`src/rtl/if_id_pipe.sv`:
```
// if_id_pipe: IF/ID pipeline stage with a valid/ready handshake.
// A main entry plus one skid entry keep in_ready a pure register output
// while still sustaining one transfer per cycle. Flush invalidates both
// entries. Optional saturating stall/flush counters are compiled in when
// the macro IF_ID_PERF_CNT_EN is defined; otherwise they read constant 0.
module if_id_pipe #(
  parameter int INST_W = 19,
  parameter int PC_W   = 12,
  parameter int CNT_W  = 16
) (
  input  logic              clk,
  input  logic              reset,
  input  logic              flush,
  input  logic              in_valid,
  output logic              in_ready,
  input  logic [INST_W-1:0] in_inst,
  input  logic [PC_W-1:0]   in_pc,
  output logic              out_valid,
  input  logic              out_ready,
  output logic [INST_W-1:0] out_inst,
  output logic [PC_W-1:0]   out_pc,
  output logic [CNT_W-1:0]  stall_cnt,
  output logic [CNT_W-1:0]  flush_cnt
);

  // Main entry (what decode sees)
  logic              out_valid_q, out_valid_d;
  logic [INST_W-1:0] out_inst_q,  out_inst_d;
  logic [PC_W-1:0]   out_pc_q,    out_pc_d;

  // Skid entry (absorbs the one instruction in flight when decode stalls)
  logic              skid_valid_q, skid_valid_d;
  logic [INST_W-1:0] skid_inst_q,  skid_inst_d;
  logic [PC_W-1:0]   skid_pc_q,    skid_pc_d;

  // Registered ready: mirrors the next-cycle emptiness of the skid entry
  logic              in_ready_q, in_ready_d;

  logic in_fire;
  logic main_free;

  // Handshake qualifiers; in_ready_q breaks any path from out_ready
  always_comb begin
    in_fire   = in_valid & in_ready_q;
    main_free = ~out_valid_q | out_ready;
  end

  // Next state of the two-entry buffer: flush beats normal operation
  always_comb begin
    out_valid_d  = out_valid_q;
    out_inst_d   = out_inst_q;
    out_pc_d     = out_pc_q;
    skid_valid_d = skid_valid_q;
    skid_inst_d  = skid_inst_q;
    skid_pc_d    = skid_pc_q;

    if (flush) begin
      // Redirect: drop everything, including an instruction arriving now
      out_valid_d  = 1'b0;
      out_inst_d   = '0;
      out_pc_d     = '0;
      skid_valid_d = 1'b0;
      skid_inst_d  = '0;
      skid_pc_d    = '0;
    end else if (main_free) begin
      if (skid_valid_q) begin
        // Older skid entry moves up first to keep strict FIFO order
        out_valid_d = 1'b1;
        out_inst_d  = skid_inst_q;
        out_pc_d    = skid_pc_q;
        if (in_fire) begin
          skid_valid_d = 1'b1;
          skid_inst_d  = in_inst;
          skid_pc_d    = in_pc;
        end else begin
          skid_valid_d = 1'b0;
          skid_inst_d  = '0;
          skid_pc_d    = '0;
        end
      end else if (in_fire) begin
        out_valid_d = 1'b1;
        out_inst_d  = in_inst;
        out_pc_d    = in_pc;
      end else begin
        // Nothing to present; data is left as-is
        out_valid_d = 1'b0;
      end
    end else begin
      // Decode stalled: main holds, a newly accepted word parks in the skid
      if (in_fire) begin
        skid_valid_d = 1'b1;
        skid_inst_d  = in_inst;
        skid_pc_d    = in_pc;
      end
    end

    in_ready_d = ~skid_valid_d;
  end

  // Buffer state register with synchronous active-low reset
  always_ff @(posedge clk) begin
    if (!reset) begin
      out_valid_q  <= 1'b0;
      out_inst_q   <= '0;
      out_pc_q     <= '0;
      skid_valid_q <= 1'b0;
      skid_inst_q  <= '0;
      skid_pc_q    <= '0;
      in_ready_q   <= 1'b1;
    end else begin
      out_valid_q  <= out_valid_d;
      out_inst_q   <= out_inst_d;
      out_pc_q     <= out_pc_d;
      skid_valid_q <= skid_valid_d;
      skid_inst_q  <= skid_inst_d;
      skid_pc_q    <= skid_pc_d;
      in_ready_q   <= in_ready_d;
    end
  end

  assign in_ready  = in_ready_q;
  assign out_valid = out_valid_q;
  assign out_inst  = out_inst_q;
  assign out_pc    = out_pc_q;

`ifdef IF_ID_PERF_CNT_EN
  logic [CNT_W-1:0] stall_cnt_q, stall_cnt_d;
  logic [CNT_W-1:0] flush_cnt_q, flush_cnt_d;

  // Saturating counters; flush cycles are not counted as stalls
  always_comb begin
    stall_cnt_d = stall_cnt_q;
    flush_cnt_d = flush_cnt_q;
    if (out_valid_q && !out_ready && !flush && (stall_cnt_q != {CNT_W{1'b1}})) begin
      stall_cnt_d = stall_cnt_q + CNT_W'(1);
    end
    if (flush && (flush_cnt_q != {CNT_W{1'b1}})) begin
      flush_cnt_d = flush_cnt_q + CNT_W'(1);
    end
  end

  // Counter registers: cleared only by reset, never by flush
  always_ff @(posedge clk) begin
    if (!reset) begin
      stall_cnt_q <= '0;
      flush_cnt_q <= '0;
    end else begin
      stall_cnt_q <= stall_cnt_d;
      flush_cnt_q <= flush_cnt_d;
    end
  end

  assign stall_cnt = stall_cnt_q;
  assign flush_cnt = flush_cnt_q;
`else
  assign stall_cnt = '0;
  assign flush_cnt = '0;
`endif

endmodule

```
`config.mk`:
```
export PLATFORM = sky130hd
export DESIGN_NAME = if_id_pipe
export DESIGN_NICKNAME = d
export VERILOG_FILES = /design/src/rtl/if_id_pipe.sv
export SDC_FILE = /design/constraint.sdc
export NUM_CORES = 1
export LEC_CHECK = 0
export BUFFER_PORTS_ARGS = -buffer_cell sky130_fd_sc_hd__buf_2
export CELL_PAD_IN_SITES_DETAIL_PLACEMENT = 1
export CELL_PAD_IN_SITES_GLOBAL_PLACEMENT = 1
export CORE_UTILIZATION = 35
export DETAILED_ROUTE_END_ITERATION = 6
export GPL_ROUTABILITY_DRIVEN = 0
export GPL_TIMING_DRIVEN = 0
export HOLD_SLACK_MARGIN = 0.06
export PLACE_DENSITY_LB_ADDON = 0.1
export SYNTH_ARGS = -nofsm -noshare
export SYNTH_HDL_FRONTEND = slang
export SYNTH_SLANG_ARGS = --single-unit
export TNS_END_PERCENT = 100
```
`constraint.sdc`:
```
create_clock -name clk -period 1.4 [get_ports clk]
set_input_delay 0.42 -clock clk [delete_from_list [all_inputs] [get_ports clk]]
set_output_delay 0.42 -clock clk [all_outputs]
set_load 0.005 [all_outputs]
```
[After elaboration in Yosys (flattened, before gate mapping)]
Index checks and enable logic that the tools add are counted.
Storage, ports and cells
  register bits after elaboration: 65
  bits of input ports: 36
  output and inout bits: 65
Operators by class
  equal/unequal tests: 1
  mux-type cells: 16
  bitwise operators: 5
  reduce and logical (&&, ||, !) cells: 5
Operators by type and width (number)
  $mux 19: 5
  $mux 12: 5
  $mux 1: 6
  $reduce_and 2->1: 2
  $reduce_bool 2->1: 2
  $not 1->1: 3
  $ne 2x2->1 const B: 1
  $reduce_or 2->1: 1
  $and 1x1->1: 1
  $or 1x1->1: 1

[Longest topological paths before layout]
Gate-level depths: netlist of run 1.
  word-level depth: 6
  gate-level depth with buffers: 6
  mapped depth without buffers: 3

[Least setup slack after synthesis of run 1]
OpenSTA, ideal clock, no wires.
  path kind: input to register
  start point: input out_ready
  end point: register out_inst_q[0], in the netlist out_inst[0]
  library setup time: 0.081 ns
  data arrival time: 1.253 ns
  setup slack: 0.066 ns
  cell stages on the path: 6
  buffers on the path: 3
  path through: nand2b_1 -> buf_4 -> and2_4 -> buf_6 -> buf_12 -> a211oi_2
On the way
  word-level cells in the longest chain between the ends: 2
RTL lines
  start, declared: RTL line 19  | input logic out_ready,
  $or 1x1->1: RTL line 45  | main_free = ~out_valid_q | out_ready;
  $reduce_and 2->1 (no source line)
  end signal, assigned: RTL line 112  | out_inst_q <= out_inst_d;
  end, declared: RTL line 28  | logic [INST_W-1:0] out_inst_q, out_inst_d;
No other way between the ends.
A chain may end at the register's enable or synchronous reset.

[Final worst setup path of run 1]
  start point: register skid_valid_q
  end point: register skid_pc_q[7]
On the way
  word-level cells in the longest chain between the ends: 2
RTL lines
  start, declared: RTL line 32  | logic skid_valid_q, skid_valid_d;
  start signal, assigned: RTL line 114  | skid_valid_q <= skid_valid_d;
  $ne 2x2->1 (no source line)
  $reduce_and 2->1 (no source line)
  end signal, assigned: RTL line 116  | skid_pc_q <= skid_pc_d;
  end, declared: RTL line 34  | logic [PC_W-1:0] skid_pc_q, skid_pc_d;
No other way between the ends.

==> results of run 1 <==
[worst max-delay path, stage by stage, from the launching register on]
cell and delay (ps):
dfxtp_2 320, buf_6 120, buf_4 140, a21oi_4 230, buf_6 220, mux2i_1 210
[sequential cells by signal, indices dropped and copies added, names as in the netlist]
signal        flops
out_pc           12
out_valid         1
out_inst         19
skid_valid_q      1
skid_inst_q      19
in_ready          1
skid_pc_q        12
[path summary, 6_finish.rpt]
path	start	to	slack, ps
setup reg to reg	skid_valid_q$_SDFF_PN0_	skid_pc_q[7]$_SDFFE_PP0P_	80
hold reg to reg	skid_inst_q[8]$_SDFFE_PP0P_	skid_inst_q[8]$_SDFFE_PP0P_	460
setup / recovery	skid_valid_q$_SDFF_PN0_	skid_pc_q[7]$_SDFFE_PP0P_	80
hold / removal	in_inst[16]	skid_inst_q[16]$_SDFFE_PP0P_	320
[power breakdown]
part           internal [uW]  switching, uW  total (uW)
registers               1890           24.1        1920
logic                    268            303         571
clock network           1000            783        1790
[cell type report]
type,instances,area [sq um]
Fill cell,1050,4710
Multi-Input combinational cell,232,1630
Sequential cell,65,1310
Clock inverter,7,95.1
Buffer,60,463
Timing Repair Buffer,71,380
Clock buffer,9,124
Tap cell,108,135
[metrics by stage]
| stage | cells | power, uW | area (sq um) | hold WS [ps] | setup slack, ps |
|---|---|---|---|---|---|
| 2_1_floorplan | 358 | 2330 | 3370 | 438 | 66.1 |
| 3_3_place_gp | 534 | 2510 | 3850 | 444 | -254 |
| 3_5_place_dp | 534 | 2520 | 3850 | 455 | -322 |
| 4_1_cts | 550 | 4310 | 4080 | 307 | 8.65 |
| 5_1_grt | 552 | 4470 | 4130 | 313 | -29.2 |
| 6_report | 552 | 4270 | 4130 | 321 | 81.9 |
[routing by layer]
metal  global-route usage  up-vias  routed length (um)
met5                    0        -                   0
met4               0.0689        0                 122
met3               0.0333        9                 353
met2                0.312       64                4020
met1                0.225     1223                3830
li1                     -     1289                   -
[layout by cell type (no fill, tap or decap)]
cell        netlist  routed
a211oi_2         30      29
clkbuf_4          0       2
buf_2             9      71
buf_4            33      39
clkbuf_2          0       4
clkinv_4          0       2
a21oi_2           0       1
dfxtp_1          65      62
clkinvlp_4        0       1
nand2b_1          2       2
a21oi_1          33      32
and2_1            1       1
nor2b_1           1       1
bufinv_16         0       2
buf_8             0       1
and2_4            1       1
a21oi_4           1       1
o21ai_1           1       1
mux2i_1          62      62
nand2_1          63      63
buf_12            3       3
buf_6             5       3
clkbuf_8          0       9
dfxtp_2           0       3
clkbuf_16         0       1
conb_1            1      32
a211oi_4          0       1
nand3_1           1       1
and4b_1           2       2
a211oi_1          1       1
clkbuf_1          8       4
buf_1             3       3
clkinv_2          0       2
a21o_4            1       1
[cell families (layout without fill, tap and decap cells)]
logic type             after synthesis  count (layout)  synth area share
and+or+nand+nor                     71              71            0.0907
buffers and inverters               61             147             0.138
AOI/OAI and AO/OA                   67              67             0.179
muxes                               62              62             0.191
DFF                                 65              65             0.400
other                                1              32           0.00115
[what timing repair did]
action	CTS	global route
pin swaps	0	2
resized for setup	8	8
endpoints found under the setup margin	41	54
gates cloned	0	1
buffers inserted	0	2
==> impl_metrics.yaml, run 1 <==
timing:
  clock.fmax_mhz: 759
  fin_crit_sh: 0.941
  relSlewSlack: 0.446
  slew_violations: 0
  finClkSkew_ps: 7.75
  rsz0062_at_grt: "true"
  tightestPinTransition_ps: 830
  setup_tns_ps: 0
  period_minus_slack_ps: 1320
  hold_viol: 0
  setup_violations: 0
routing:
  drc: 7
  postRouteAntennaNets: 0
  drt_iter0_drc: 69
  first_pass_iters: 6
  routed_wl_mm: 8.33
  via_count: 2585
  wl_per_cell_um: 15.1
  viasPerCell: 4.68
cts:
  cts_sinks: 65
  worstSkewPairLatency_ps: 340
  htree_levels: 3
  clk_pin_slew_ps: 80
  cts_tree: "yes"
  cts-root-buf: "clkbuf_8"
  cts_buffers: 9
  ctsHoldBuffers: 0
  clock_path_buffers: 2
floorplan:
  die_h_um: 98.4
  die_width_um: 98.4
  core_area_sq_mm: 0.00885
  die_area_sq_mm: 0.00969
  initial_core_util: 0.368
  rows: 34
  num_io_pins: 101
synth:
  synth_area_leaders: "dfxtp_1 (40%), mux2i_1 (19%), a211oi_2 (12%)"
  synth_edf_count: 0
  ys_ff_latch: 65
  synth_top_area_cell: "dfxtp_1"
  ys.flop_type: "dfxtp_1"
  yosysWarningCount: 0
  ys_seq_area_frac: 0.400
  synth_top_area_frac: 0.400
  async_reset_ff_frac: 0
  syn-cell-area_sq_mm: 0.00326
  ys_types: 22
  synthTopCellsByCount: "dfxtp_1 (65), nand2_1 (63), mux2i_1 (62), a21oi_1 (33), buf_4 (33)"
  avgSynthCellArea_sq_um: 9.96
  syn-instance-count: 327
  synth_most_common_cell: "dfxtp_1"
worst_hold_path:
  hold_depth: 3
  min_path_type: "in2reg"
grt:
  first_global_vias: 2664
  grt-ovfl-total: 0
  grt_pass1_wl_mm: 13.4
  grtUsageTotal: 0.181
  antenna_found_initial: 0
  grt_max_degree: 13
placed_design:
  io_buffers: 68
  dp_hpwl_mm: 5.75
setup_path:
  path_class: "reg2reg"
  cp.required_ps: 1670
  r2r_cells: 5
  end_kind: "flip-flop"
  arrival_ps: 1580
  path_max_fanout: 10
  critPathLaunchType: "flip-flop"
job:
  maxCapViolations: 0
power_and_ir_drop:
  ir_worst_vdd_mv: 0.513
  powerDensity_mw_per_mm2: 1030
  cellLeakagePower_uw: 0.00190
finish:
  area_growth_pct: 27.0
  nNetsFinal: 475
  fin_util: 0.467
  n_antenna_cell: 0
  layout-drive-gt1-share: 0.399
run_status:
  violations: "design-rule violations"
  status: "finished, violations left"
No activity file was read; power rests on OpenSTA's default activity.
==> run 2, diff against run 1 <==
--- a/constraint.sdc
+++ b/constraint.sdc
@@ -3,2 +3,2 @@
 set_output_delay 0.42 -clock clk [all_outputs]
-set_load 0.005 [all_outputs]
+set_load 0.01 [all_outputs]
==> impl_metrics.yaml, run 2 (same netlist as run 1, synthesis figures left out) <==
run_status:
  status: "finished, violations left"
  violations: "design-rule violations"
setup_path:
  path_class: "reg2reg"
  reg2reg_from: "skid_valid_q$_SDFF_PN0_"
  cp.required_ps: 1680
  r2r_end: "skid_inst_q[5]$_SDFFE_PP0P_"
  worstSetupEndpoint: "skid_inst_q[5]$_SDFFE_PP0P_"
  r2r_slack_ps: 40
  path_max_fanout: 6
  arrival_ps: 1640
  r2r_cells: 6
  slowest_delay_ps: 320
  critPathLaunchType: "flip-flop"
  crit_start: "skid_valid_q$_SDFF_PN0_"
  end_kind: "flip-flop"
  cp_common_cell: "buf_4"
  crit_chain: "buf_6 -> buf_4 -> a21oi_4 -> buf_4 -> clkbuf_16 -> mux2i_1"
  crit_slowest_cell: "dfxtp_2"
floorplan:
  initial_core_util: 0.368
  die_width_um: 98.4
  core_area_sq_mm: 0.00885
  rows: 34
  num_io_pins: 101
  die_h_um: 98.4
  die_area_sq_mm: 0.00969
cts:
  cts_sinks: 65
  cts_buffers: 9
  cts-root-buf: "clkbuf_8"
  htree_levels: 3
  clk_pin_slew_ps: 80
  clock_path_buffers: 2
  cts_tree: "yes"
  ctsHoldBuffers: 0
  worstSkewPairLatency_ps: 340
timing:
  period_minus_slack_ps: 1360
  clock.fmax_mhz: 734
  setup_violations: 0
  timing.final.ws_setup_ps: 38.5
  hold_viol: 0
  finClkSkew_ps: 8.21
  tightestPinTransition_ps: 812
  slew_violations: 0
  relSlewSlack: 0.458
  holdWs_ps: 320
  rsz0062_at_grt: "true"
  fin_crit_sh: 0.972
routing:
  drt_iter0_drc: 60
  first_pass_iters: 7
  routed_wl_mm: 8.40
  wl_per_cell_um: 15.2
  viasPerCell: 4.68
  via_count: 2591
  postRouteAntennaNets: 0
  drc: 7
power_and_ir_drop:
  cellLeakagePower_uw: 0.00193
  powerDensity_mw_per_mm2: 1030
  ir_worst_vdd_mv: 0.522
grt:
  grtUsageTotal: 0.182
  antenna_found_initial: 0
  grt_pass1_wl_mm: 13.4
  first_global_vias: 2670
  grt-ovfl-total: 0
  grt_max_degree: 13
placed_design:
  dp_hpwl_mm: 5.75
  io_buffers: 68
  post-place-ws_ps: -322
  placed_cell_area_sq_mm: 0.00385
finish:
  seqCellArea_sq_mm: 0.00131
  area_growth_pct: 28.8
  fillers: 1047
  final_cell_mix: "buf_2 (72), nand2_1 (63), dfxtp_1 (62)"
  final_common_cell: "buf_2"
  nNetsFinal: 477
  layout-drive-gt1-share: 0.406
  multi_input_area_sq_mm: 0.00164
  design_area_sq_mm: 0.00419
  n_antenna_cell: 0
worst_hold_path:
  min_path_type: "in2reg"
job:
  maxCapViolations: 0
[run 2: changes by cell type in the layout (fill, tap and decap cells not counted), sizes merged]
cell,delta
buf,+3
clkbuf,-1
[run 2: layout make-up]
type,count,share of cell area
Tap cell,108,0.0322
Multi-Input combinational cell,232,0.391
Clock buffer,9,0.0295
Sequential cell,65,0.311
Clock inverter,7,0.0227
Timing Repair Buffer,74,0.101
Buffer,59,0.112
[run 2: repair_timing]
action | CTS | global route
buffers inserted | 0 | 4
gates resized for setup | 8 | 16
gates cloned | 0 | 2
pin swaps | 0 | 2
endpoints found under the setup margin | 42 | 28
[run 2: routing by layer]
metal	vias to the layer above	global-route usage	share of wire
met5	-	0	0
met4	0	0.0689	0.015
met3	10	0.0333	0.042
met2	63	0.313	0.48
met1	1224	0.226	0.46
li1	1294	-	-
[run 2: worst min-delay path by stage]
stage                                      start                            to  cells after the start
floorplan            skid_inst_q[0]$_SDFFE_PP0P_   skid_inst_q[0]$_SDFFE_PP0P_                      2
global placement    skid_inst_q[14]$_SDFFE_PP0P_  skid_inst_q[14]$_SDFFE_PP0P_                      2
detailed placement     skid_pc_q[5]$_SDFFE_PP0P_     skid_pc_q[5]$_SDFFE_PP0P_                      2
CTS                                  in_inst[14]  skid_inst_q[14]$_SDFFE_PP0P_                      3
global route                         in_inst[10]  skid_inst_q[10]$_SDFFE_PP0P_                      3
finish                               in_inst[14]  skid_inst_q[14]$_SDFFE_PP0P_                      3
[run 2: where the power goes]
group          switching (uW)  internal, uW
registers                23.8          1890
logic                     341           277
clock network             788          1000
total                    1150          3170
[run 2: stage by stage]
step                       util  TNS, ps  total power (uW)  std cells
final                     0.474        0              4330        554
after global routing      0.474    -20.2              4510        554
after CTS                 0.461        0              4350        550
after detailed placement  0.435   -12990              2550        534
after global placement    0.435   -11120              2540        534
after floorplan               -        0              2370        358
[run 2: critical path, delay by kind of cell (launching register included)]
| kind | cells | cell delay [ps] |
|---|---|---|
| AOI/OAI and AO/OA | 1 | 240 |
| buffers and inverters | 4 | 570 |
| muxes | 1 | 160 |
| DFF | 1 | 320 |
==> run 3, diff against run 2 <==
- SETUP_SLACK_MARGIN: not set -> 0.2
==> impl_metrics.yaml, run 3 (same netlist as run 1, synthesis figures left out) <==
routing:
  via_count: 2808
  first_pass_iters: 7
  routed_wl_mm: 9.34
  drt_iter0_drc: 62
  viasPerCell: 4.73
  wl_per_cell_um: 15.7
  drc: 1
  postRouteAntennaNets: 0
power_and_ir_drop:
  cellLeakagePower_uw: 0.00225
  powerDensity_mw_per_mm2: 851
  ir_worst_vdd_mv: 0.379
cts:
  cts_sinks: 65
  cts_buffers: 9
  ctsHoldBuffers: 0
  worstSkewPairLatency_ps: 340
  clock_path_buffers: 2
  cts-root-buf: "clkbuf_8"
  cts_tree: "yes"
  htree_levels: 3
  clk_pin_slew_ps: 70
finish:
  seqCellArea_sq_mm: 0.00135
  fillers: 992
  final_common_cell: "buf_4"
  layout-drive-gt1-share: 0.578
  nNetsFinal: 517
  n_antenna_cell: 0
  multi_input_area_sq_mm: 0.00176
  fin_cells: 594
  final_cell_mix: "buf_4 (69), nand2_1 (63), mux2i_1 (61)"
  area_growth_pct: 51.4
grt:
  first_global_vias: 2790
  grtUsageTotal: 0.189
  antenna_found_initial: 0
  grt_max_degree: 11
  grt-ovfl-total: 0
  grt_pass1_wl_mm: 14.0
floorplan:
  die_width_um: 98.4
  core_area_sq_mm: 0.00885
  num_io_pins: 101
  die_h_um: 98.4
  initial_core_util: 0.368
  rows: 34
  die_area_sq_mm: 0.00969
placed_design:
  post-place-ws_ps: -283
  dp_hpwl_mm: 5.80
  io_buffers: 68
  placed_cells: 534
timing:
  clock.fmax_mhz: 758
  relSlewSlack: 0.492
  tightestPinTransition_ps: 762
  holdWs_ps: 329
  period_minus_slack_ps: 1320
  finClkSkew_ps: 6.16
  slew_violations: 0
  rsz0062_at_grt: "true"
  timing.final.ws_setup_ps: 80.5
  hold_viol: 0
  setup_violations: 0
  fin_crit_sh: 0.942
setup_path:
  cp_top_family: "buffers and inverters"
  path_max_fanout: 6
  cp.required_ps: 1650
  crit_chain: "buf_6 -> a21o_4 -> and2_4 -> buf_12 -> clkbuf_16 -> a211oi_2"
  path_class: "reg2reg"
  slowest_delay_ps: 320
  arrival_ps: 1570
  end_kind: "flip-flop"
  crit_buf_inv: 3
  crit_slowest_cell: "dfxtp_2"
  critPathLaunchType: "flip-flop"
worst_hold_path:
  min_path_type: "in2reg"
job:
  maxCapViolations: 0
run_status:
  violations: "design-rule violations"
  status: "finished, violations left"
## run 3: area by class of cell
class | instances | share of cell area
multi-input cells | 232 | 0.358
well taps | 108 | 0.0274
clock inverters | 3 | 0.00305
plain buffers | 61 | 0.108
repair buffers | 112 | 0.198
clock buffers | 13 | 0.0322
flip-flops and latches | 65 | 0.273
## run 3: worst min-delay path, delay by kind of cell
family                 cells  cell delay (ps)
buffers and inverters      1              100
and+or+nand+nor            1               50
muxes                      1               50
## run 3: what timing repair did
| action | CTS | global route |
|---|---|---|
| endpoints found under the setup margin | 96 | 97 |
| buffers inserted | 29 | 10 |
| cloned | 1 | 4 |
| hold endpoints to repair | 0 | 0 |
| pin swaps | 9 | 3 |
| gates resized for setup | 113 | 23 |
## run 3: stage by stage
stage / setup TNS [ps] / util / total power [uW] / area, sq um
4_1_cts: 0 / 0.529 / 4160 / 4680
2_1_floorplan: 0 / - / 2370 / 3380
5_1_grt: 0 / 0.557 / 4390 / 4930
3_3_place_gp: -10300 / 0.436 / 2550 / 3860
6_report: 0 / 0.557 / 4200 / 4930
3_5_place_dp: -12570 / 0.436 / 2560 / 3860
## run 3: path summary, 6_finish.rpt
kind | from | end | slack [ps] | cells past startpoint
hold / removal | in_inst[13] | skid_inst_q[13]$_SDFFE_PP0P_ | 330 | 3
hold reg to reg | skid_inst_q[1]$_SDFFE_PP0P_ | skid_inst_q[1]$_SDFFE_PP0P_ | 470 | 2
setup / recovery | skid_valid_q$_SDFF_PN0_ | out_inst[7]$_SDFFE_PP0P_ | 80 | 6
setup reg to reg | skid_valid_q$_SDFF_PN0_ | out_inst[7]$_SDFFE_PP0P_ | 80 | 6
## run 3: routing by layer
metal | part of all wire | track usage | up-vias | wire, um
li1 | - | - | 1376 | -
met1 | 0.44 | 0.232 | 1351 | 4070
met5 | 0 | 0 | - | 0
met2 | 0.51 | 0.328 | 70 | 4790
met3 | 0.037 | 0.0355 | 11 | 348
met4 | 0.013 | 0.0723 | 0 | 122
## run 3: report_power, final
group / total [uW] / switching (uW) / internal [uW]
clock network: 1440 / 711 / 732
logic: 815 / 387 / 429
registers: 1940 / 36.8 / 1900
total: 4200 / 1130 / 3060
